**src/rtl/tpu_pkg.sv**
```systemverilog
// rtl/tpu_pkg.sv - shared types and defaults for the systolic array result path
//
// Purpose: default array geometry, the packed result-row type and the
// deskew controller state encoding, shared by the deskew block and the
// row FIFO (which is also reused on the input feeder side).
package tpu_pkg;

  localparam int TPU_DEPTH  = 4;  // bottom-row PEs (array columns)
  localparam int TPU_DATA_W = 8;  // one normalized PE output

  // One aligned result row; column 0 occupies the least significant byte.
  typedef logic [TPU_DEPTH-1:0][TPU_DATA_W-1:0] row_t;

  typedef enum logic [1:0] {
    IDLE,
    WAIT,
    COLLECT,
    DONE
  } state_t;

endpackage

```
**src/rtl/tpu_row_fifo.sv**
```systemverilog
// rtl/tpu_row_fifo.sv - synchronous row FIFO with count and same-cycle push/pop
//
// Purpose: buffers whole rows between the array and its consumer.
// Ports:
//   clk, rst        rising-edge clock, synchronous active-high reset
//   push, push_data write request and row
//   pop             read request (ignored when empty)
//   head            row at the head, zero when empty
//   full, empty     occupancy flags
//   count           rows held (0..FIFO_DEPTH)
module tpu_row_fifo #(
  parameter int WIDTH      = 32,
  parameter int FIFO_DEPTH = 4
) (
  input  logic                          clk,
  input  logic                          rst,
  input  logic                          push,
  input  logic [WIDTH-1:0]              push_data,
  input  logic                          pop,
  output logic [WIDTH-1:0]              head,
  output logic                          full,
  output logic                          empty,
  output logic [$clog2(FIFO_DEPTH):0]   count
);

  localparam int AW = $clog2(FIFO_DEPTH);

  logic [WIDTH-1:0] mem [FIFO_DEPTH];
  logic [AW-1:0]    wr_ptr;
  logic [AW-1:0]    rd_ptr;
  logic             do_push;
  logic             do_pop;

  assign empty = (count == '0);
  assign full  = (count == (AW+1)'(FIFO_DEPTH));

  // A pop frees a slot in the same cycle, so a full FIFO can still accept
  // a push when it is being drained simultaneously.
  assign do_pop  = pop && !empty;
  assign do_push = push && (!full || do_pop);

  assign head = empty ? '0 : mem[rd_ptr];

  // Storage needs no reset: the pointers and count define what is valid.
  always_ff @(posedge clk) begin
    if (do_push) begin
      mem[wr_ptr] <= push_data;
    end
  end

  // Pointers wrap naturally because FIFO_DEPTH is a power of two.
  always_ff @(posedge clk) begin
    if (rst) begin
      wr_ptr <= '0;
      rd_ptr <= '0;
      count  <= '0;
    end else begin
      if (do_push) begin
        wr_ptr <= wr_ptr + AW'(1);
      end
      if (do_pop) begin
        rd_ptr <= rd_ptr + AW'(1);
      end
      case ({do_push, do_pop})
        2'b10:   count <= count + (AW+1)'(1);
        2'b01:   count <= count - (AW+1)'(1);
        default: count <= count;
      endcase
    end
  end

endmodule

```
**src/rtl/tpu_result_deskew.sv**
```systemverilog
// rtl/tpu_result_deskew.sv - removes diagonal skew from bottom-row PE results
//
// Purpose: realigns the skewed column outputs of the array's bottom row into
// whole result rows, buffers them and presents them on a valid/ready port.
// Ports:
//   clk, rst    rising-edge clock, synchronous active-high reset
//   start       tile start, same cycle the feeder drives its first word
//   col_in      packed bottom-row PE outputs, column 0 in the LSBs
//   out_row     aligned row at the FIFO head (zero when empty)
//   out_valid   FIFO not empty
//   out_ready   consumer accepts; pop on out_valid && out_ready
//   busy        tile in progress (waiting or collecting rows)
//   tile_done   one-cycle pulse once the last row of a tile is stored
//   overflow    sticky: a row was dropped on a full FIFO
//   fifo_count  rows held
module tpu_result_deskew
  import tpu_pkg::*;
#(
  parameter int DEPTH      = TPU_DEPTH,
  parameter int DATA_W     = TPU_DATA_W,
  parameter int LATENCY    = 6,
  parameter int ROWS       = 4,
  parameter int FIFO_DEPTH = 4
) (
  input  logic                          clk,
  input  logic                          rst,
  input  logic                          start,
  input  logic [DATA_W*DEPTH-1:0]       col_in,
  output logic [DATA_W*DEPTH-1:0]       out_row,
  output logic                          out_valid,
  input  logic                          out_ready,
  output logic                          busy,
  output logic                          tile_done,
  output logic                          overflow,
  output logic [$clog2(FIFO_DEPTH):0]   fifo_count
);

  // Cycles spent in WAIT so that COLLECT lines up with the first aligned row.
  localparam int WAIT_LOAD = LATENCY + DEPTH - 2;
  localparam int CW        = (WAIT_LOAD > 1) ? $clog2(WAIT_LOAD + 1) : 1;
  localparam int RW        = (ROWS > 1) ? $clog2(ROWS) : 1;

  state_t                   state;
  state_t                   state_n;
  logic [CW-1:0]            cnt;
  logic [CW-1:0]            cnt_n;
  logic [RW-1:0]            row;
  logic [RW-1:0]            row_n;
  logic                     push;
  logic                     pop;
  logic                     full;
  logic                     empty;
  logic [DATA_W*DEPTH-1:0]  aligned;

  // Column c arrives c cycles after column 0 of the same row, so it is held
  // for DEPTH-1-c cycles; every column of a row then lines up with the
  // undelayed last column. The lines run every cycle regardless of state.
  for (genvar c = 0; c < DEPTH - 1; c++) begin : g_col
    localparam int N = DEPTH - 1 - c;
    logic [DATA_W-1:0] pipe [N];

    always_ff @(posedge clk) begin
      if (rst) begin
        for (int i = 0; i < N; i++) begin
          pipe[i] <= '0;
        end
      end else begin
        pipe[0] <= col_in[c*DATA_W +: DATA_W];
        for (int i = 1; i < N; i++) begin
          pipe[i] <= pipe[i-1];
        end
      end
    end

    assign aligned[c*DATA_W +: DATA_W] = pipe[N-1];
  end
  assign aligned[(DEPTH-1)*DATA_W +: DATA_W] = col_in[(DEPTH-1)*DATA_W +: DATA_W];

  always_ff @(posedge clk) begin
    if (rst) begin
      state     <= IDLE;
      cnt       <= '0;
      row       <= '0;
      tile_done <= 1'b0;
      overflow  <= 1'b0;
    end else begin
      state     <= state_n;
      cnt       <= cnt_n;
      row       <= row_n;
      // Registered, so the pulse follows the DONE cycle and a restart
      // accepted in DONE does not suppress it.
      tile_done <= (state == DONE);
      if (push && full && !pop) begin
        overflow <= 1'b1;
      end
    end
  end

  always_comb begin
    state_n = state;
    cnt_n   = cnt;
    row_n   = row;
    push    = 1'b0;
    busy    = 1'b0;
    case (state)
      IDLE, DONE: begin
        state_n = IDLE;
        if (start) begin
          row_n = '0;
          if (WAIT_LOAD == 0) begin
            state_n = COLLECT;
          end else begin
            state_n = WAIT;
            cnt_n   = CW'(WAIT_LOAD);
          end
        end
      end
      WAIT: begin
        busy  = 1'b1;
        cnt_n = cnt - CW'(1);
        // Leave as the count reaches zero so row 0 is pushed in its
        // alignment cycle.
        if (cnt <= CW'(1)) begin
          state_n = COLLECT;
        end
      end
      COLLECT: begin
        busy = 1'b1;
        push = 1'b1;
        if (row == RW'(ROWS - 1)) begin
          state_n = DONE;
        end else begin
          row_n = row + RW'(1);
        end
      end
      default: state_n = IDLE;
    endcase
  end

  assign pop       = out_valid && out_ready;
  assign out_valid = !empty;

  tpu_row_fifo #(
    .WIDTH      (DATA_W * DEPTH),
    .FIFO_DEPTH (FIFO_DEPTH)
  ) u_fifo (
    .clk       (clk),
    .rst       (rst),
    .push      (push),
    .push_data (aligned),
    .pop       (pop),
    .head      (out_row),
    .full      (full),
    .empty     (empty),
    .count     (fifo_count)
  );

endmodule

```
**config.mk**
```make
export PLATFORM = sky130hd
export DESIGN_NAME = tpu_result_deskew
export DESIGN_NICKNAME = d
export VERILOG_FILES = /design/src/rtl/tpu_pkg.sv /design/src/rtl/tpu_row_fifo.sv /design/src/rtl/tpu_result_deskew.sv
export SDC_FILE = /design/constraint.sdc
export NUM_CORES = 1
export LEC_CHECK = 0
export BUFFER_PORTS_ARGS = -buffer_cell sky130_fd_sc_hd__clkbuf_2
export CORE_MARGIN = 2
export CORE_UTILIZATION = 40
export DETAILED_ROUTE_END_ITERATION = 12
export REMOVE_ABC_BUFFERS = 1
export SYNTH_ARGS = -nofsm -noshare
export SYNTH_HDL_FRONTEND = slang
export SYNTH_HIERARCHICAL = 1
export SYNTH_SLANG_ARGS = --single-unit
```
**constraint.sdc**
```tcl
create_clock -name clk -period 6 [get_ports clk]
set_input_delay 0.3 -clock clk [delete_from_list [all_inputs] [get_ports clk]]
set_output_delay 0.3 -clock clk [all_outputs]
set_load 0.01 [all_outputs]
```
==> out/qor.yml, run 1 <==
run_status:
  status: "finished clean"
final_layout:
  finish.utilization_pct: 46.4
  final_nets: 548
  layout-drive-gt1-share_pct: 28.5
  num_antenna_cells: 0
  area_growth_pct: 14.7
pwr:
  power_density_nw_per_um2: 376
  power_frac_comb_pct: 16.6
  switching_share_pct: 25.3
  switching_power_mw: 0.787
  p_clk_share_pct: 31.5
  p_int_mw: 2.33
  leakagePower_nw: 2.92
  seqPwrFrac_pct: 51.9
  peakVddDrop_uv: 223
yosys:
  ys.warnings.count: 6
  avgSynthCellArea_sq_um: 17.1
  synth-seq-cells: 195
  ys_seq_area_share_pct: 71.9
  synth_area_sq_um: 7210
  syn_inst: 422
  ys_types: 35
clock_tree:
  h-tree-depth: 4
  cts_hold_buf: 0
  ctsResizeCount: 0
  post_cts_buffers: 0
  cts_tree: "done"
  root_buffer: "clkbuf_16"
  clock_sink_count: 195
  cts_buffers: 17
  insertion_delay_ps: 420
  clkTransAtPathRegs_ps: 60
  clk_path_buf_depth: 2
timing:
  grt_setup_unrepaired: "false"
  slew_headroom_pct: 37.7
  skew_ps: 6.72
  hold_violations: 0
  setup_tns_ps: 0
  drv_slew: 0
  min_period_ps: 2870
  tightestPinTransition_ps: 934
  period_share_pct: 47.8
  finalSetupViolCount: 0
  maxClockFrequency_ghz: 0.349
die:
  die_w_um: 138
  die_h_um: 138
  coreArea_sq_um: 17800
  fp-row-count: 49
  start_util_pct: 40.4
  io_pins: 75
  dieArea_sq_um: 19100
routing:
  drtIter0Drc: 215
  dr.pass1.iters: 4
  routedWlPerCell_um: 15.8
  ant_nets: 0
  vias_per_cell: 4.74
  num_vias: 3517
  routed_wirelength_mm: 11.8
  drc: 0
critical_path:
  worst_setup_path_end_kind: "register"
  required_ps: 6340
  reg2reg_slack_ps: 3130
  regToRegEndpoint: "u_fifo/count[2]"
  timing.rr.start: "u_fifo/count[0]"
  critPathKind: "reg2reg"
  path_max_fanout: 39
  reg2reg_depth: 12
  startpoint_type: "register"
  crit_arrival_ps: 3210
grt:
  grt.total_usage_pct: 13.2
  overflow: 0
  grt_pass1_wl_mm: 19.5
  grt_pass1_vias: 3706
  antenna_found_initial: 0
  grt_max_degree: 69
worst_hold_path:
  holdPathEnd: "g_col[2].pipe[0][7]"
  holdCritPathClass: "in2reg"
  whs_path_depth: 2
  min_from: "col_in[23]"
placed_design:
  portBuffers: 74
  gp_congestion: 0.747
  hpwl_mm: 6.80
job:
  drv_cap: 0
## power by group through the flow
stage                     Combinational [mW]  Sequential (mW)  Clock, mW
after floorplan                        0.355             1.64          0
after global placement                 0.515             1.64          0
after detailed placement               0.526             1.65          0
final                                  0.516             1.62      0.980
after CTS                              0.529             1.62       1.01
after global routing                   0.576             1.63       1.06
## per-layer routing
layer  global-route usage, %  wire length (um)  up-vias
met3                    4.85               475        9
met4                    3.38               106        0
met1                    17.2              5430     1752
li1                        -                 -     1691
met2                    21.1              5740       65
met5                       0                 0        -
## logic make-up after synthesis
kind of cell    synth area share [%]
flops                           71.9
xor+xnor                       0.243
buf+inv                         2.60
mux                             10.5
simple gates                    10.5
fa+ha+maj                       2.19
compound gates                  2.03
## cell usage in the layout (no fill, tap or decap), types with 2 or more instances in the layout
cell / n
nor2b_4: 5
clkinv_2: 2
nand2b_1: 4
clkinvlp_4: 3
clkbuf_16: 17
and2_2: 4
nand3_1: 2
mux4_2: 30
dfxtp_2: 2
mux4_1: 2
nand2_1: 5
ha_1: 11
mux2i_1: 2
nor2_1: 14
a21oi_1: 11
dfxtp_1: 65
nor3_1: 2
buf_4: 3
clkbuf_2: 74
or3_1: 3
xor2_1: 2
clkbuf_1: 4
a211oi_1: 2
clkinv_1: 4
o21ai_0: 5
edfxtp_1: 128
nor2b_1: 79
inv_1: 14
## state kept, by name (all words and copies together) (netlist names), named ones only
| name | cells |
|---|---|
| state | 2 |
| u_fifo/wr_ptr | 2 |
| u_fifo/mem | 128 |
| row | 2 |
| u_fifo/rd_ptr | 2 |
| tile_done | 1 |
| overflow | 1 |
| g_col.pipe | 48 |
| u_fifo/count | 3 |
| cnt | 4 |
## worst max-delay path by stage
| stage | startpoint | endpoint | slack [ps] | cells after the start |
|---|---|---|---|---|
| after floorplan | u_fifo/count[0] | u_fifo/count[2] | 1160 | 11 |
| after global placement | u_fifo/count[0] | u_fifo/count[2] | 3290 | 12 |
| after detailed placement | u_fifo/count[0] | u_fifo/count[2] | 3110 | 12 |
| after CTS | u_fifo/count[0] | u_fifo/count[2] | 3100 | 12 |
| after global routing | u_fifo/count[0] | u_fifo/count[2] | 2860 | 12 |
| final | u_fifo/count[0] | u_fifo/count[2] | 3130 | 12 |
## cell type report
type | instances | area, sq um
fill | 1556 | 9570
sequential | 195 | 5190
multi-input combinational | 195 | 1850
clock buffer | 21 | 440
timing repair buffer | 77 | 393
tap | 229 | 287
clock inverter | 11 | 65.1
inverter | 14 | 52.6
## worst max-delay path, cell delays in order, from the launching register on
cell      delay, ps
dfxtp_1         370
nor3_2          170
buf_4           470
nor2b_1         160
inv_1           150
a21boi_2        130
inv_1            80
ha_1            180
inv_1            60
fa_1            380
xor2_1          170
or3_1           330
a21oi_1         140
## synthesized netlist by cell type
cell type	count	area share, %
edfxtp_1	128	53
nor2b_1	79	6.9
dfxtp_1	67	19
mux4_2	30	9.4
inv_1	14	0.73
nor2_1	14	0.73
a21oi_1	11	0.76
ha_1	11	1.9
buf_2	8	0.56
and2_1	5	0.43
clkbuf_1	5	0.26
nand2_1	5	0.26
nor2b_4	5	0.95
o21ai_0	5	0.35
nand2b_1	4	0.35
buf_12	3	0.83
nor3_1	3	0.21
or3_1	3	0.26
a211oi_1	2	0.21
mux2i_1	2	0.28
mux4_1	2	0.73
nand3_1	2	0.14
xor2_1	2	0.24
a21boi_2	1	0.16
a21o_1	1	0.10
a221oi_1	1	0.12
a22oi_1	1	0.10
a2bb2oi_1	1	0.12
buf_6	1	0.16
clkbuf_2	1	0.069
fa_1	1	0.28
mux2_1	1	0.16
nand2b_2	1	0.12
nor3b_2	1	0.17
o31ai_1	1	0.10
## stage by stage
step | instance area, sq um | std cells | power, mW | setup WS (ps) | hold slack (ps)
after floorplan | 7070 | 404 | 1.99 | 1160 | 369
after global placement | 7770 | 710 | 2.15 | 3290 | 417
after detailed placement | 7770 | 710 | 2.17 | 3110 | 420
after CTS | 8270 | 742 | 3.16 | 3100 | 61.5
after global routing | 8270 | 742 | 3.27 | 2860 | 68.3
final | 8270 | 742 | 3.11 | 3130 | 88.3
(Power assumes the default switching activity.)
==> inputs of run 2 (changes only) <==
==> constraint.sdc (replaced) <==
create_clock -name clk -period 2.49 [get_ports clk]
set_input_delay 0.1245 -clock clk [delete_from_list [all_inputs] [get_ports clk]]
set_output_delay 0.1245 -clock clk [all_outputs]
set_load 0.01 [all_outputs]
==> run 2 against run 1 <==
Maximum frequency up 24%. Setup slack worse by 3000 ps. Non-clock buffer count up 43. Die area unchanged. First-iteration DRC count up 16%. Sequential cell count unchanged. Worst hold slack better by 120 ps. Count of clock-buffer cells in the layout up 2. Via count up 6.0%. Highest routed layer unchanged.
==> out/qor.yml, run 2 (synthesis results as in run 1) <==
critical_path:
  regToRegEndpoint: "u_fifo/count[2]"
  required_ps: 2840  # -3500 ps
  reg2reg_depth: 11  # -1
  timing.rr.start: "u_fifo/count[2]"
  reg2reg_slack_ps: 170  # -2960 ps
  startpoint_type: "register"
  critPathKind: "reg2reg"
  path_max_fanout: 5  # -87%
  crit_arrival_ps: 2670  # -540 ps
  worst_setup_path_end_kind: "register"
clock_tree:
  root_buffer: "clkbuf_16"
  h-tree-depth: 4  # unchanged
  clkTransAtPathRegs_ps: 60  # about the same
  post_cts_buffers: 0  # unchanged
  cts_buffers: 17  # unchanged
  cts_tree: "done"
  insertion_delay_ps: 430  # about the same
  clock_sink_count: 195  # unchanged
  clk_path_buf_depth: 2  # unchanged
timing:
  slew_headroom_pct: 58.0  # +20 points
  drv_slew: 0  # unchanged
  timing.hold.ws_ps: 209  # +121 ps
  maxClockFrequency_ghz: 0.431  # +24%
  hold_violations: 0  # unchanged
  layout_setup_ws_ps: 171  # -2960 ps
  finalSetupViolCount: 0  # unchanged
  period_share_pct: 93.1  # +45 points
  grt_setup_unrepaired: "false"
  setup_tns_ps: 0  # unchanged
  skew_ps: 8.43  # +1.71 ps
  tightestPinTransition_ps: 630  # -304 ps
  min_period_ps: 2320  # -550 ps
final_layout:
  num_antenna_cells: 0  # unchanged
  layout_commonest_cell: "edfxtp_1"
  fillers: 1498  # -3.7%
  largest_reg_flops: 128  # unchanged
  fin_cells: 785  # +5.8%
  area_growth_pct: 22.4
  final_nets: 591  # +7.8%
  regMostFlops: "u_fifo/mem"
  fin_area_sq_um: 8830  # +6.7%
  reg_top3: "u_fifo/mem x128, g_col.pipe x48, cnt x4"
  layout-drive-gt1-share_pct: 29.3  # +0.86 points
  final_cell_mix: "128 x edfxtp_1, 79 x nor2b_1, 74 x clkbuf_2"
grt:
  overflow: 0  # unchanged
  grt_pass1_vias: 3967  # +7.0%
  antenna_found_initial: 0  # unchanged
  grt_pass1_wl_mm: 20.5  # +5.1%
  grt_max_degree: 38  # -45%
  grt.total_usage_pct: 13.9  # +0.74 points
die:
  start_util_pct: 40.4  # unchanged
  die_h_um: 138  # unchanged
  fp-row-count: 49  # unchanged
  coreArea_sq_um: 17800  # unchanged
  die_w_um: 138  # unchanged
  dieArea_sq_um: 19100  # unchanged
  io_pins: 75  # unchanged
routing:
  ant_nets: 0  # unchanged
  routed_wirelength_mm: 12.3  # +4.8%
  drc: 0  # unchanged
  vias_per_cell: 4.75  # +0.22%
  dr.pass1.iters: 4  # unchanged
  routedWlPerCell_um: 15.7  # -0.90%
  num_vias: 3729  # +6.0%
  drtIter0Drc: 249  # +16%
placed_design:
  preCtsSetupSlack_ps: 172  # -2940 ps
  hpwl_mm: 7.86  # +16%
  gp_congestion: 0.783  # +4.8%
  portBuffers: 74  # unchanged
  place_area_sq_um: 7910  # +1.9%
  dp.cells: 721  # +1.5%
pwr:
  leakagePower_nw: 3.18  # +8.8%
  power_density_nw_per_um2: 902  # +140%
  peakVddDrop_uv: 551  # +150%
run_status:
  status: "finished clean"
job:
  drv_cap: 0  # unchanged
worst_hold_path:
  holdCritPathClass: "in2reg"
  min_from: "start"
  holdPathEnd: "row[1]"
  whs_path_depth: 5  # +3
==> run 2: power by group <==
group | leakage (nW) | internal [mW] | switching, mW
logic | 1.16 | 0.647 | 0.699
registers | 1.73 | 3.77 | 0.131
clock network | 0.289 | 1.62 | 1.09
==> run 2: worst max path at each step <==
stage | endpoint | slack, ps | from
2_1_floorplan | u_fifo/count[2] | -2350 | u_fifo/count[0]
4_1_cts | u_fifo/count[2] | 140 | u_fifo/count[0]
3_3_place_gp | u_fifo/count[2] | 340 | u_fifo/count[0]
5_1_grt | u_fifo/count[2] | 10 | u_fifo/count[2]
3_5_place_dp | u_fifo/count[2] | 170 | u_fifo/count[0]
6_report | u_fifo/count[2] | 170 | u_fifo/count[2]
==> run 2: routing by layer <==
metal  vias to the layer above  routed length, um  global-route usage, %
li1                       1783                  -                      -
met1                      1858               5490                   17.3
met2                        75               6200                   23.1
met3                        13                484                   3.91
met4                         0                144                   5.64
met5                         -                  0                      0
==> run 2: stage by stage <==
| stage | power, mW | util (%) |
|---|---|---|
| 2_1_floorplan | 4.80 | - |
| 3_3_place_gp | 5.25 | 44.3 |
| 3_5_place_dp | 5.30 | 44.3 |
| 4_1_cts | 8.07 | 49.5 |
| 5_1_grt | 8.35 | 49.5 |
| 6_report | 7.96 | 49.5 |
==> run 2: final cells by class <==
cell class              instances  area (sq um)  share of cell area, %
clock inverters                 9           131                   1.49
flip-flops and latches        195          5190                   58.8
inverters                      14          52.6                  0.595
repair buffers                120           858                   9.72
clock buffers                  23           462                   5.23
well taps                     229           287                   3.25
multi-input cells             195          1850                   20.9
==> run 2: repair_timing <==
| action | 4_1_cts | 5_1_grt |
|---|---|---|
| hold endpoints to repair | 56 | 0 |
| hold buffers | 32 | 0 |
| endpoints found under the setup margin | 0 | 1 |
| gates resized for setup | 0 | 2 |
==> run 2: critical path: stages (launching register included) <==
cell,delay (ps)
dfxtp_1,350
nor3_2,250
nor2b_1,110
inv_1,130
a21boi_2,70
inv_1,60
ha_1,180
inv_1,60
fa_1,380
xor2_1,160
or3_1,320
a21oi_1,170
